`config.mk`:
```
export PLATFORM = sky130hd
export DESIGN_NAME = instr_encoder
export DESIGN_NICKNAME = d
export VERILOG_FILES = /design/src/rtl/isa_pkg.sv /design/src/rtl/instr_pack.sv /design/src/rtl/instr_encoder.sv
export SDC_FILE = /design/constraint.sdc
export NUM_CORES = 1
export LEC_CHECK = 0
export ABC_CLOCK_PERIOD_IN_PS = 2250
export BUFFER_PORTS_ARGS = -buffer_cell sky130_fd_sc_hd__buf_2
export CAP_MARGIN = 10
export CELL_PAD_IN_SITES_DETAIL_PLACEMENT = 2
export CELL_PAD_IN_SITES_GLOBAL_PLACEMENT = 2
export CORE_MARGIN = 1
export CORE_UTILIZATION = 24
export CTS_CLUSTER_SIZE = 30
export DETAILED_ROUTE_END_ITERATION = 10
export GPL_TIMING_DRIVEN = 1
export PLACE_DENSITY_LB_ADDON = 0.1
export SYNTH_ARGS = -nofsm -noshare
export SYNTH_HDL_FRONTEND = slang
export SYNTH_SLANG_ARGS = --single-unit
```
`constraint.sdc`:
```
create_clock -name clk -period 2.25 [get_ports clk]
set_clock_uncertainty 0.05 [all_clocks]
set_input_delay 0.675 -clock clk [delete_from_list [all_inputs] [get_ports clk]]
set_output_delay 0.675 -clock clk [all_outputs]
set_load 0.01 [all_outputs]
```
`src/rtl/isa_pkg.sv`:
```
// Shared ISA definitions for the control unit and the instruction encoder:
// request op codes, opcode/funct values and R/I word packing helpers.
package isa_pkg;

  localparam int OPC_W = 6;
  localparam int REG_W = 5;
  localparam int FN_W  = 5;
  localparam int IMM_W = 16;

  // Field positions within a 32-bit instruction word
  localparam int OPC_LSB = 26;
  localparam int RS_LSB  = 21;
  localparam int RT_LSB  = 16;
  localparam int FN_LSB  = 0;
  localparam int IMM_LSB = 0;

  localparam logic [2:0] OP_ADD   = 3'd0;
  localparam logic [2:0] OP_COMP  = 3'd1;
  localparam logic [2:0] OP_ADDI  = 3'd2;
  localparam logic [2:0] OP_COMPI = 3'd3;
  localparam logic [2:0] OP_AND   = 3'd4;
  localparam logic [2:0] OP_XOR   = 3'd5;

  localparam logic [5:0] OPC_ARITH = 6'b000000;
  localparam logic [5:0] OPC_ADDI  = 6'b000001;
  localparam logic [5:0] OPC_COMPI = 6'b000010;
  localparam logic [5:0] OPC_LOGIC = 6'b000011;

  localparam logic [4:0] FN_ADD  = 5'b00000;
  localparam logic [4:0] FN_COMP = 5'b00001;
  localparam logic [4:0] FN_AND  = 5'b00000;
  localparam logic [4:0] FN_XOR  = 5'b00001;

  function automatic logic [31:0] r_word(logic [5:0] opc, logic [4:0] rs, logic [4:0] rt,
                                         logic [4:0] fn);
    return {opc, rs, rt, 11'b0, fn};
  endfunction

  function automatic logic [31:0] i_word(logic [5:0] opc, logic [4:0] rs, logic [15:0] imm);
    return {opc, rs, 5'b0, imm};
  endfunction

endpackage

```
`src/rtl/instr_pack.sv`:
```
// Combinational packer: symbolic op/rs/rt/imm to a 32-bit instruction word,
// flagging op codes outside the defined set.
module instr_pack
  import isa_pkg::*;
(
  input  logic [2:0]  op,
  input  logic [4:0]  rs,
  input  logic [4:0]  rt,
  input  logic [15:0] imm,
  output logic [31:0] word,
  output logic        illegal
);

  always_comb begin
    word    = '0;
    illegal = 1'b0;
    case (op)
      OP_ADD:   word = r_word(OPC_ARITH, rs, rt, FN_ADD);
      OP_COMP:  word = r_word(OPC_ARITH, rs, rt, FN_COMP);
      OP_ADDI:  word = i_word(OPC_ADDI, rs, imm);
      OP_COMPI: word = i_word(OPC_COMPI, rs, imm);
      OP_AND:   word = r_word(OPC_LOGIC, rs, rt, FN_AND);
      OP_XOR:   word = r_word(OPC_LOGIC, rs, rt, FN_XOR);
      default:  illegal = 1'b1;
    endcase
  end

endmodule

```
`src/rtl/instr_encoder.sv`:
```
// Instruction encoder: accepts symbolic requests, writes packed words sequentially
// into imem. Optional running XOR checksum port when INSTR_ENC_CHECKSUM_EN is defined.
module instr_encoder
  import isa_pkg::*;
#(
  parameter int DEPTH  = 64,
  parameter int ADDR_W = 6
) (
  input  logic              clk,
  input  logic              rst_n,
  input  logic              start,
  input  logic              req_valid,
  output logic              req_ready,
  input  logic [2:0]        req_op,
  input  logic [4:0]        req_rs,
  input  logic [4:0]        req_rt,
  input  logic [15:0]       req_imm,
  input  logic              req_last,
  output logic              imem_we,
  output logic [ADDR_W-1:0] imem_addr,
  output logic [31:0]       imem_wdata,
  output logic              busy,
  output logic              done,
  output logic              err_illegal,
  output logic              err_overflow,
  output logic [ADDR_W:0]   word_count
`ifdef INSTR_ENC_CHECKSUM_EN
  ,
  output logic [31:0]       checksum
`endif
);

  localparam logic [1:0] S_IDLE = 2'd0;
  localparam logic [1:0] S_LOAD = 2'd1;
  localparam logic [1:0] S_DONE = 2'd2;

  localparam logic [ADDR_W+1:0] DEPTH_V  = (ADDR_W+2)'(DEPTH);
  localparam logic [ADDR_W:0]   LAST_IDX = (ADDR_W+1)'(DEPTH - 1);

  logic [1:0]        state;
  logic              stage_valid;
  logic              stage_last;
  logic [31:0]       stage_word;
  logic [31:0]       pack_word;
  logic              pack_illegal;
  logic [ADDR_W+1:0] occupancy;
  logic              accept;
  logic              write;

  instr_pack u_pack (
    .op      (req_op),
    .rs      (req_rs),
    .rt      (req_rt),
    .imm     (req_imm),
    .word    (pack_word),
    .illegal (pack_illegal)
  );

  // Words written plus the one staged must stay below DEPTH to accept more
  assign occupancy = {1'b0, word_count} + {{(ADDR_W+1){1'b0}}, stage_valid};
  assign req_ready = (state == S_LOAD) && (occupancy < DEPTH_V);
  assign accept    = req_valid && req_ready && !start;
  assign write     = stage_valid && !start;

  assign imem_we    = write;
  assign imem_addr  = word_count[ADDR_W-1:0];
  assign imem_wdata = stage_word;
  assign busy       = (state == S_LOAD) || stage_valid;
  assign done       = (state == S_DONE);

  always_ff @(posedge clk or negedge rst_n) begin
    if (!rst_n) begin
      state        <= S_IDLE;
      stage_valid  <= 1'b0;
      stage_last   <= 1'b0;
      stage_word   <= '0;
      word_count   <= '0;
      err_illegal  <= 1'b0;
      err_overflow <= 1'b0;
    end else if (start) begin
      // Restart drops any staged word and clears progress
      state        <= S_LOAD;
      stage_valid  <= 1'b0;
      word_count   <= '0;
      err_illegal  <= 1'b0;
      err_overflow <= 1'b0;
    end else begin
      if (write) begin
        stage_valid <= 1'b0;
        word_count  <= word_count + (ADDR_W+1)'(1);
        if (!stage_last && word_count == LAST_IDX) begin
          state        <= S_DONE;
          err_overflow <= 1'b1;
        end
      end
      if (accept) begin
        if (pack_illegal) begin
          err_illegal <= 1'b1;
        end else begin
          stage_valid <= 1'b1;
          stage_last  <= req_last;
          stage_word  <= pack_word;
        end
        if (req_last) state <= S_DONE;
      end
    end
  end

`ifdef INSTR_ENC_CHECKSUM_EN
  always_ff @(posedge clk or negedge rst_n) begin
    if (!rst_n)     checksum <= '0;
    else if (start) checksum <= '0;
    else if (write) checksum <= checksum ^ stage_word;
  end
`endif

endmodule
```
Word-level counts from Yosys, hierarchy flattened
Cells that the tools add are included.
{"block": "word_totals", "out_inout_bits": 51, "ff_bits": 45}
{"block": "classes", "add_sub_neg": 2, "reduce_logical": 16, "order_cmp": 1, "mux": 18, "bitwise": 1, "n_eq_ne": 9}
{"cell": "$pmux W28 S6", "n": 1}
{"cell": "$mux W7", "n": 2}
{"cell": "$mux W1", "n": 10}
{"cell": "$mux W2", "n": 5}
{"cell": "$add A7 B1 Y8", "n": 1}
{"cell": "$lt A8 B7 Y1 const B", "n": 1}
{"cell": "$add A7 B1 Y7 const B", "n": 1}
{"cell": "$eq A7 B6 Y1 const B", "n": 1}
{"cell": "$eq A3 B2 Y1 const B", "n": 2}
{"cell": "$eq A3 B3 Y1 const B", "n": 2}
{"cell": "$reduce_bool A2 Y1", "n": 3}
{"cell": "$reduce_or A6 Y1", "n": 1}
{"cell": "$logic_and A1 B1 Y1", "n": 5}
{"cell": "$reduce_and A2 Y1", "n": 2}
{"cell": "$eq A3 B1 Y1 const B", "n": 1}
{"cell": "$logic_not A3 Y1", "n": 1}
{"cell": "$reduce_and A3 Y1", "n": 1}
{"cell": "$eq A2 B1 Y1 const B", "n": 1}
{"cell": "$eq A2 B2 Y1 const B", "n": 1}
{"cell": "$logic_not A1 Y1", "n": 2}
{"cell": "$ne A2 B1 Y1 const B", "n": 1}
{"cell": "$logic_or A1 B1 Y1", "n": 1}
{"cell": "$not A1 Y1", "n": 1}

Longest topological paths before layout
Gate-level depths: netlist of the first run.
{"block": "logic_depth", "word_depth": 7, "ltp_mapped": 6, "ltp_nobuf": 5}

By module
Synthesis of the first run repeated with hierarchy kept, for this count alone.
{"block": "hier_totals", "hier_cells": 172, "hier_area_um2": 2262.2}
{"module": "instr_encoder", "n_inst": 1, "cells_each": 132, "area_per_inst_um2": 2006.9}
{"module": "instr_pack", "n_inst": 1, "cells_each": 40, "area_per_inst_um2": 255.2}

Worst setup path after synthesis of the first run
OpenSTA, ideal clock, no wires.
{"block": "synth_timing", "path_kind": "in2reg", "start": "input req_op[2]", "end": "register stage_word[22], in the netlist imem_wdata[22]", "required_ns": 2.075, "slack_ns": 0.320, "path_buffers": 2, "arrival_ns": 1.754, "stages": 5, "path_cell_list": "and2_1 > clkbuf_1 > or3_4 > buf_6 > mux2_4"}
{"block": "synth_via", "elab_chain_cells": 3, "elab_cells_between_ends": 9}
{"item": "start: declaration", "line_no": "instr_encoder.sv:14", "text": "input logic [2:0] req_op,"}
{"item": "$eq A3 B1 Y1 (tied with other cells)", "line_no": "instr_pack.sv:17", "text": "case (op)"}
{"item": "$reduce_or A6 Y1 (no line)"}
{"item": "$reduce_and A3 Y1 (no line)"}
{"item": "end signal: assignment", "line_no": "instr_encoder.sv:102", "text": "stage_word <= pack_word;"}
{"item": "end: declaration", "line_no": "instr_encoder.sv:43", "text": "logic [31:0] stage_word;"}
Parallel ways exist; a longest one is shown, timed or not.
A chain may end at the register's enable or synchronous reset.

Worst setup path in the final report of the first run
{"block": "layout_timing", "start": "register word_count[2]", "end": "output req_ready"}
{"block": "layout_via", "elab_chain_cells": 3}
{"item": "start: declaration", "line_no": "instr_encoder.sv:26", "text": "output logic [ADDR_W:0] word_count"}
{"item": "start signal: assignment", "line_no": "instr_encoder.sv:90", "text": "word_count <= word_count + (ADDR_W+1)'(1);"}
{"item": "$add A7 B1 Y8", "line_no": "instr_encoder.sv:60", "text": "assign occupancy = {1'b0, word_count} + {{(ADDR_W+1){1'b0}}, stage_valid};"}
{"item": "$lt A8 B7 Y1", "line_no": "instr_encoder.sv:61", "text": "assign req_ready = (state == S_LOAD) && (occupancy < DEPTH_V);"}
{"item": "$logic_and A1 B1 Y1", "line_no": "instr_encoder.sv:61"}
{"item": "end: declaration", "line_no": "instr_encoder.sv:13", "text": "output logic req_ready,"}
Every way passes these cells.

==> metrics, run 1 <==
area share of the largest cell type after synthesis 53.2%; maxcap violations 0; hpwl dp 3.96 mm; CP Launch Type register; Worst Setup SP word_count[2]; Max VDD drop around 280 uV; final hold vios 0; CTS Buffer Depth 2; flops & latches, synth 41; Post-CTS Setup Bufs 0; EDFF count, synth 0; fin crit share 95.0%; vias in the first global route 1769; Yosys warnings 0; Synth Instances 189; Total Wirelength around 5.3 mm; Core Area 7730 um2; CP required 1.52 ns; FP Rows 32; reg2reg start word_count[6]; Pleak approximately 1.3 nW; # nets final roughly 300; average wire per standard cell ~14 um; internal power 0.00147 W; Power Total 0.00216 W; Slew @ Worst Pin 0.502 ns; CTS Root Cell clkbuf_8; pins over their slew limit 0; Worst Path Arrival 1.41 ns; Switching Share between 30% and 40%; Yosys cell types 36; leading area contributor after synthesis dfrtp_1; ys flop type dfrtp_1; Worst setup EP type output port; die footprint 8390 um2; DR vias/cell between 4 and 5; hold buffers post-CTS 0; Num Clock Sinks 41; Post-DRT Antenna Nets 0; die width ~90 um; Pre-Repair DR Iteration Count 3; maximum clock rate between 0.4 and 0.5 GHz; slew margin rel. between 60% and 70%; part of the power in combinational logic a little over a quarter; Crit Path Category register to output port; initial antenna violation count 0; gr ovfl total 0; pin count of the biggest net entering global routing 24; worst-path fanout max 6; Tot GR Track Use 12.9%; Setup WS pre-CTS about 0.24 ns; setup ws final 0.112 ns; area growth from synthesis to final layout 30.1%; unrepaired setup endpoints after global routing no; # setup viols final 0; Resize count post-CTS 0; CTS tree yes; switching pwr 0.000692 W; clk_lat worst skew around 0.29 ns; DR vias 1663; DRC 0; minimum clock period ~2.1 ns; Port Buffer Count 80; Area contributors post-synth dfrtp_1 53%, nand2_1 9.5%, o211ai_1 6.2%; Fill cells 907; Clock Power Share 25.0%; first-pass GRT wire length about 8.5 mm; share of post-route cells with drive strength above 1 39.3%; # IOs between 80 and 90; initial DRC count 12; hold crit path type input port to asynchronous set/reset pin; Synth async-reset ratio 100%; status finished, final reports clean; Layout Cells excl Fill 369; clock buffer count from CTS 5; Final TNS setup 0 ns; Commonest cells post-synth 49 x nand2_1, 41 x dfrtp_1, 16 x o211ai_1, 10 x buf_4, 7 x nor2_1; most frequent cell after synthesis nand2_1; RD Place Congestion ~0.7; clock slew at reported path FFs approximately 0.080 ns; power per cell area 863 nW/um2; Seq/Total Area, Yosys between 50% and 60%; part of the power in registers around 48%; Cell Area, Synth 1930 um2; CTS H-Tree Depth 2; Die Ht 91.6 um; ant diodes 0; final core occ 32.4%; effective utilization at floorplan 24.9%; Syn Area/Cell 10.2 um2; DP Cell Count 361
==> worst max-delay path, cell delays in order, from the launching register on <==
cell	delay (ns)
dfrtp_1	0.45
nand4_2	0.24
o21a_1	0.28
buf_2	0.15
==> cell usage in the layout (no fill, tap or decap), types with 2 or more instances in the layout <==
cell,netlist,layout
a22o_1,5,5
nor2_1,7,7
buf_2,4,80
mux2_2,2,2
mux2_4,4,4
nand2_1,49,49
conb_1,1,4
or3_1,3,3
o21ai_0,3,3
a21oi_1,5,5
clkbuf_8,0,7
xor2_1,3,3
inv_1,5,5
nand4_1,2,2
o211ai_1,16,16
nand3_1,2,2
buf_4,10,6
nor2b_1,3,3
a21o_1,3,3
dfrtp_1,41,41
==> power by group through the flow <==
stage / registers (W) / clock network (W) / logic [W]
final: 0.00103 / 0.000540 / 0.000593
after global routing: 0.00106 / 0.000597 / 0.000660
after CTS: 0.00104 / 0.000570 / 0.000610
after detailed placement: 0.00105 / 0 / 0.000609
after global placement: 0.00105 / 0 / 0.000588
after floorplan: 0.00111 / 0 / 0.000252
==> final timing paths <==
| path | slack (ns) | end | cells past startpoint |
|---|---|---|---|
| min in group clk | 0.44 | err_overflow | 1 |
| max reg2reg | 0.34 | imem_wdata[24] | 5 |
| max in group asynchronous | 1.36 | imem_wdata[15] | 2 |
| min | 0.29 | word_count[5] | 1 |
| max | 0.11 | req_ready | 3 |
| min reg2reg | 0.44 | err_overflow | 1 |
==> registers in the layout, indices dropped and copies added, names as in the netlist <==
signal	flops
stage_last	1
stage_valid	1
err_overflow	1
err_illegal	1
imem_wdata	28
state	2
word_count	7
==> routing by layer <==
layer | up-vias | track usage (%) | share of wire [%]
li1 | 785 | - | -
met1 | 827 | 15.6 | 45
met2 | 49 | 22.7 | 50
met3 | 2 | 3.18 | 4.8
met4 | 0 | 3.17 | 0.29
met5 | - | 0 | 0
==> stage by stage <==
| stage | cell area (um2) | hold slack (ns) |
|---|---|---|
| floorplan | 1940 | 0.329 |
| global placement | 2410 | 0.437 |
| detailed placement | 2410 | 0.427 |
| CTS | 2510 | 0.304 |
| global route | 2510 | 0.311 |
| finish | 2510 | 0.291 |
==> final cells by class <==
type	instances	area [um2]	area share, %
Sequential cell	41	1030	40.9
Multi-Input combinational cell	126	768	30.6
Timing Repair Buffer	87	465	18.6
Tap cell	102	128	5.09
Clock buffer	7	96.3	3.84
Inverter	5	18.8	0.749
Clock inverter	1	5.00	0.200
==> logic make-up (layout without fill, tap and decap cells) <==
kind of cell,Yosys count,after routing,share of synthesized area (%)
compound gates,38,38,14.6
fa+ha+maj,1,1,0.649
simple gates,72,72,17.2
other cells,1,4,0.195
mux,7,7,4.81
flops,41,41,53.2
buf+inv,25,100,7.47
xor+xnor,4,4,1.82
No activity file was read; power rests on OpenSTA's default activity.
==> run 2: changes to the inputs <==
--- a/config.mk
+++ b/config.mk
@@ -5,13 +5,13 @@
 export SDC_FILE = /design/constraint.sdc
 export NUM_CORES = 1
 export LEC_CHECK = 0
-export ABC_CLOCK_PERIOD_IN_PS = 2250
+export ABC_CLOCK_PERIOD_IN_PS = 2650
 export BUFFER_PORTS_ARGS = -buffer_cell sky130_fd_sc_hd__buf_2
 export CAP_MARGIN = 10
 export CELL_PAD_IN_SITES_DETAIL_PLACEMENT = 2
 export CELL_PAD_IN_SITES_GLOBAL_PLACEMENT = 2
 export CORE_MARGIN = 1
-export CORE_UTILIZATION = 24
+export CORE_UTILIZATION = 29
 export CTS_CLUSTER_SIZE = 30
 export DETAILED_ROUTE_END_ITERATION = 10
 export GPL_TIMING_DRIVEN = 1
==> constraint.sdc (replaced) <==
create_clock -name clk -period 2.65 [get_ports clk]
set_clock_uncertainty 0.05 [all_clocks]
set_input_delay 0.795 -clock clk [delete_from_list [all_inputs] [get_ports clk]]
set_output_delay 0.795 -clock clk [all_outputs]
set_load 0.01 [all_outputs]
==> run 2 against run 1 <==
Effect of this change: power fell by 18%; sequential power down 15%; register-to-register slack gained 0.32 ns; clock-buffer cell count down 1; sequential share of layout area up 0.96 points; cell count decreased by 7.0%; flip-flop and latch count is the same; first-iteration DRC count grew to 5.3 times the previous value; final area shrank 2.3%; setup slack improved by 0.16 ns; critical endpoint unchanged; largest power group unchanged.
==> metrics, run 2 (same netlist as run 1, synthesis figures left out) <==
initial antenna violation count 0 (unchanged); minimum clock period ~2.4 ns; CTS Root Cell clkbuf_8; Crit Path Category register to output port; CTS H-Tree Depth 2 (unchanged); first-pass GRT wire length 8.78 mm (+3.2%); worst-path fanout max 8 (+2); Worst Setup SP stage_valid; Post-CTS Setup Bufs 0 (unchanged); Slowest-stage cell, CP dfrtp_1; Num Clock Sinks 41 (unchanged); unrepaired setup endpoints after global routing no; GR Util met2 24.7% (+2.1 points); Setup WS pre-CTS 0.480 ns (+0.244 ns); Worst Path Arrival 1.54 ns (+0.13 ns); number of flip-flops in the largest register 28 (unchanged); busiest grt layer met2; CP required 1.81 ns (+0.29 ns); hold crit path type input port to asynchronous set/reset pin; area growth from synthesis to final layout 27.1%; CP Cell Sequence nand4_2, o21a_1, buf_2; CP Launch Type register; # IOs 85 (unchanged); RD Place Congestion 0.701 (-0.51%); DP Cell Count 335 (-7.2%); Worst setup EP type output port; Final TNS setup 0 ns (unchanged); average wire per standard cell 15.0 um (+5.6%); Max VDD drop 244 uV (-12%); initial DRC count 63 (+51); most frequent cells in the layout 80 x buf_2, 49 x nand2_1, 41 x dfrtp_1; pin count of the biggest net entering global routing 23 (-4.2%); Power Total 0.00177 W (-18%); power per cell area 724 nW/um2 (-16%); die footprint 6970 um2 (-17%); Global Route met1 Usage 21.1% (+5.5 points); share of post-route cells with drive strength above 1 38.7% (-0.60 points); vias in the first global route 1699 (-4.0%); status finished, final reports clean; Resize count post-CTS 0 (unchanged); Post-DRT Antenna Nets 0 (unchanged); FP Rows 29 (-9.4%); final core occ 38.4% (+5.9 points); ant diodes 0 (unchanged); hpwl dp 3.90 mm (-1.6%); Total Wirelength 5.16 mm (-1.8%); Pleak 1.25 nW (-1.1%); fin crit share 89.9%; Tot GR Track Use 15.5% (+2.6 points); CTS tree yes; clk_lat worst skew 0.29 ns (about the same); Port Buffer Count 80 (unchanged); die width 83.5 um (-8.8%); maximum clock rate between 0.4 and 0.5 GHz; Slew @ Worst Pin 0.538 ns (+0.0367 ns); slew margin rel. 64.1% (-2.4 points); maxcap violations 0 (unchanged); CTS Buffer Depth 2 (unchanged); clock buffer count from CTS 5 (unchanged); pins over their slew limit 0 (unchanged); Core Area 6390 um2 (-17%); Layout Cells excl Fill 343 (-7.0%); gr ovfl total 0 (unchanged); # nets final 300 (-0.33%); max incr delay on CP 0.55 ns (+0.10 ns); hold buffers post-CTS 0 (unchanged); commonest non-fill, non-tap cell in the layout buf_2; setup ws final 0.268 ns (+0.155 ns); Die Ht 83.5 um (-8.8%); reg2reg start stage_valid; DRC 0 (unchanged); Fill cells 738 (-19%); clock slew at reported path FFs 0.08 ns (about the same); DR vias/cell 4.78 (+6.1%); # setup viols final 0 (unchanged); effective utilization at floorplan 30.2% (+5.2 points); DR vias 1640 (-1.4%); final hold vios 0 (unchanged); routing usage on met3 4.25% (+1.1 points); Pre-Repair DR Iteration Count 4 (+1)
run 2: worst max-delay path: cells and delay by family (launching register included):
family	cells	cell delay, ns
buf+inv	1	0.15
compound gates	1	0.29
simple gates	1	0.26
flops	1	0.55
run 2: per-layer routing:
metal / wire, um / vias to the layer above
met3: 296 / 2
li1: - / 781
met5: 0 / -
met4: 23 / 0
met2: 2410 / 54
met1: 2430 / 803
run 2: layout make-up:
| cell class | instances | area, um2 | area share, % |
|---|---|---|---|
| flip-flops and latches | 41 | 1030 | 41.9 |
| multi-input cells | 126 | 768 | 31.4 |
| repair buffers | 86 | 458 | 18.7 |
| well taps | 77 | 96.3 | 3.93 |
| clock buffers | 6 | 72.6 | 2.96 |
| inverters | 5 | 18.8 | 0.766 |
| clock inverters | 2 | 10.0 | 0.409 |
run 2: final timing paths:
check / cells past startpoint / to / slack (ns)
max: 3 / req_ready / 0.27
min: 1 / stage_last / 0.43
max reg2reg: 5 / stage_last / 0.66
min reg2reg: 1 / err_overflow / 0.45
max in group asynchronous: 2 / imem_wdata[12] / 1.62
min in group clk: 1 / err_overflow / 0.45
run 2: metrics by stage:
stage,area [um2],hold slack (ns)
2_1_floorplan,1940,0.422
3_5_place_dp,2370,0.437
6_report,2450,0.434
3_3_place_gp,2370,0.423
4_1_cts,2450,0.441
5_1_grt,2450,0.450
run 2: power breakdown:
| group | leakage, nW | switching [W] | total, W | internal, W |
|---|---|---|---|---|
| clock network | 0.0450 | 0.000212 | 0.000395 | 0.000183 |
| logic | 0.692 | 0.000260 | 0.000502 | 0.000242 |
| registers | 0.511 | 0.000106 | 0.000877 | 0.000771 |
| total | 1.25 | 0.000578 | 0.00177 | 0.00120 |
==> run 3: changes to the inputs <==
--- a/config.mk
+++ b/config.mk
@@ -10,7 +10,7 @@
 export CAP_MARGIN = 10
 export CELL_PAD_IN_SITES_DETAIL_PLACEMENT = 2
 export CELL_PAD_IN_SITES_GLOBAL_PLACEMENT = 2
-export CORE_MARGIN = 1
+export CORE_MARGIN = 2
 export CORE_UTILIZATION = 29
 export CTS_CLUSTER_SIZE = 30
 export DETAILED_ROUTE_END_ITERATION = 10
==> run 3 against run 2 <==
Effect of this change: setup slack better by 0.0092 ns; cell count fell by 0.29%; hold slack gained 0.026 ns; clock power increased by 23%; global-route usage fell by 0.53 points; non-clock buffer count is the same; clock-buffer cell count decreased by 1; flip-flop and latch count did not move; register-to-register slack worse by 0.11 ns; wire length is 0.95% lower; utilization is 0.14 points higher.
==> metrics, run 3 (same netlist as run 1, synthesis figures left out) <==
Reg2Reg Setup Slack 0.55 ns (-0.11 ns); Worst Setup SP stage_valid; power per cell area 755 nW/um2 (+4.3%); fin crit share 89.6% (-0.35 points); Critical Path End req_ready; CP required 1.81 ns (about the same); # setup viols final 0 (unchanged); Tot GR Track Use 15.0% (-0.53 points); CTS tree yes; initial antenna violation count 0 (unchanged); met3 wire length 353 um (+19%); Die Ht 85.5 um (+2.4%); ant diodes 0 (unchanged); met2 WL 2.51 mm (+4.4%); die footprint 7310 um2 (+4.8%); CP Cell Sequence nand4_2, o21a_1, buf_2; Worst Path Buf+Inv 1 (unchanged); minimum clock period 2.37 ns (-0.00915 ns); Total Wirelength 5.11 mm (-0.95%); Final TNS setup 0 ns (unchanged); DP Cell Count 335 (unchanged); RD Place Congestion 0.714 (+1.9%); number of cells on the critical path 3 (unchanged); # IOs 85 (unchanged); max layer used met4; Max VDD drop 240 uV (-1.8%); max incr delay on CP 0.54 ns (about the same); CTS H-Tree Depth 2 (unchanged); clock buffer count from CTS 5 (unchanged); Pre-Repair DR Iteration Count 3 (-1); Port Buffer Count 80 (unchanged); DR vias 1646 (+0.37%); status finished, final reports clean; final hold vios 0 (unchanged); maxcap violations 0 (unchanged); initial DRC count 24 (-62%); Fill cells 746 (+1.1%); # nets final 300 (unchanged); most frequent cells in the layout 80 x buf_2, 49 x nand2_1, 41 x dfrtp_1; maximum clock rate 0.421 GHz (+0.39%); hold crit path type register to register; first-pass GRT wire length 8.69 mm (-1.0%); Post-CTS Setup Bufs 0 (unchanged); unrepaired setup endpoints after global routing no; Worst Path Arrival 1.53 ns (about the same); slew margin rel. 52.7% (-11 points); share of post-route cells with drive strength above 1 38.9% (+0.15 points); die width 85.5 um (+2.4%); Layout Cells excl Fill 342 (-0.29%); M1 WL 2.20 mm (-9.6%); Resize count post-CTS 0 (unchanged); Slew @ Worst Pin 0.710 ns (+0.172 ns); CTS Buffer Depth 2 (unchanged); FP Rows 29 (unchanged); clock slew at reported path FFs 0.08 ns (about the same); hpwl dp 3.84 mm (-1.6%); Pleak 1.25 nW (+0.36%); vias in the first global route 1760 (+3.6%); clk_lat worst skew 0.29 ns (about the same); pins over their slew limit 0 (unchanged); effective utilization at floorplan 30.2% (unchanged); DRC 0 (unchanged); CP Launch Type register; CTS Root Cell clkbuf_8; reg2reg start stage_valid; delay-heaviest family, CP flip-flops; r2r worst-path depth 4 (-1); Reg2Reg Capture Point imem_wdata[0]; average wire per standard cell 15.0 um (-0.66%); number of flip-flops in the largest register 28 (unchanged); Slowest-stage cell, CP dfrtp_1; area growth from synthesis to final layout 27.6%; Worst setup EP type output port; Num Clock Sinks 41 (unchanged); commonest non-fill, non-tap cell in the layout buf_2; DR vias/cell 4.81 (+0.66%); hold buffers post-CTS 0 (unchanged); gr ovfl total 0 (unchanged); Core Area 6390 um2 (unchanged); Crit Path Category register to output port; Post-DRT Antenna Nets 0 (unchanged); worst-path fanout max 8 (unchanged); pin count of the biggest net entering global routing 42 (+83%)
==> run 3: worst min-delay path by stage <==
| stage | start | to | cells after the start |
|---|---|---|---|
| 2_1_floorplan | stage_last | stage_last | 1 |
| 3_3_place_gp | imem_wdata[21] | imem_wdata[21] | 1 |
| 3_5_place_dp | imem_wdata[17] | imem_wdata[17] | 1 |
| 4_1_cts | imem_wdata[21] | imem_wdata[21] | 1 |
| 5_1_grt | imem_wdata[21] | imem_wdata[21] | 1 |
| 6_report | imem_wdata[16] | imem_wdata[16] | 1 |
==> run 3: worst register-to-register path: stages, from the launching register on <==
cell and delay, ns:
dfrtp_1 0.54, nand4_2 0.26, o2111ai_2 0.67, o21ai_0 0.22
a211o_1 0.25
==> run 3: where the power goes <==
group / total (W) / switching, W / internal (W)
clock: 0.000485 / 0.000211 / 0.000274
combinational: 0.000499 / 0.000258 / 0.000240
sequential: 0.000873 / 0.000102 / 0.000771
total: 0.00186 / 0.000572 / 0.00128
==> run 3: cell type report <==
| type | instances | area [um2] | area share, % |
|---|---|---|---|
| clock buffer | 5 | 68.8 | 2.80 |
| clock inverter | 2 | 35.0 | 1.42 |
| inverter | 5 | 18.8 | 0.763 |
| multi-input combinational | 126 | 768 | 31.2 |
| sequential | 41 | 1030 | 41.7 |
| tap | 77 | 96.3 | 3.92 |
| timing repair buffer | 86 | 445 | 18.1 |
==> run 3: per-stage QoR <==
| step | util, % | cell area [um2] | power, W | setup slack (ns) | hold slack (ns) |
|---|---|---|---|---|---|
| floorplan | - | 1940 | 0.00115 | 0.600 | 0.422 |
| global placement | 36.9 | 2350 | 0.00139 | 0.454 | 0.433 |
| detailed placement | 36.9 | 2350 | 0.00140 | 0.393 | 0.442 |
| CTS | 38.5 | 2460 | 0.00191 | 0.236 | 0.461 |
| global route | 38.5 | 2460 | 0.00200 | 0.152 | 0.474 |
| finish | 38.5 | 2460 | 0.00186 | 0.277 | 0.459 |
==> run 3: per-layer routing <==
layer | global-route usage [%] | vias up
li1 | - | 779
met1 | 19.4 | 810
met2 | 24.7 | 51
met3 | 4.43 | 6
met4 | 3.46 | 0
met5 | 0 | -
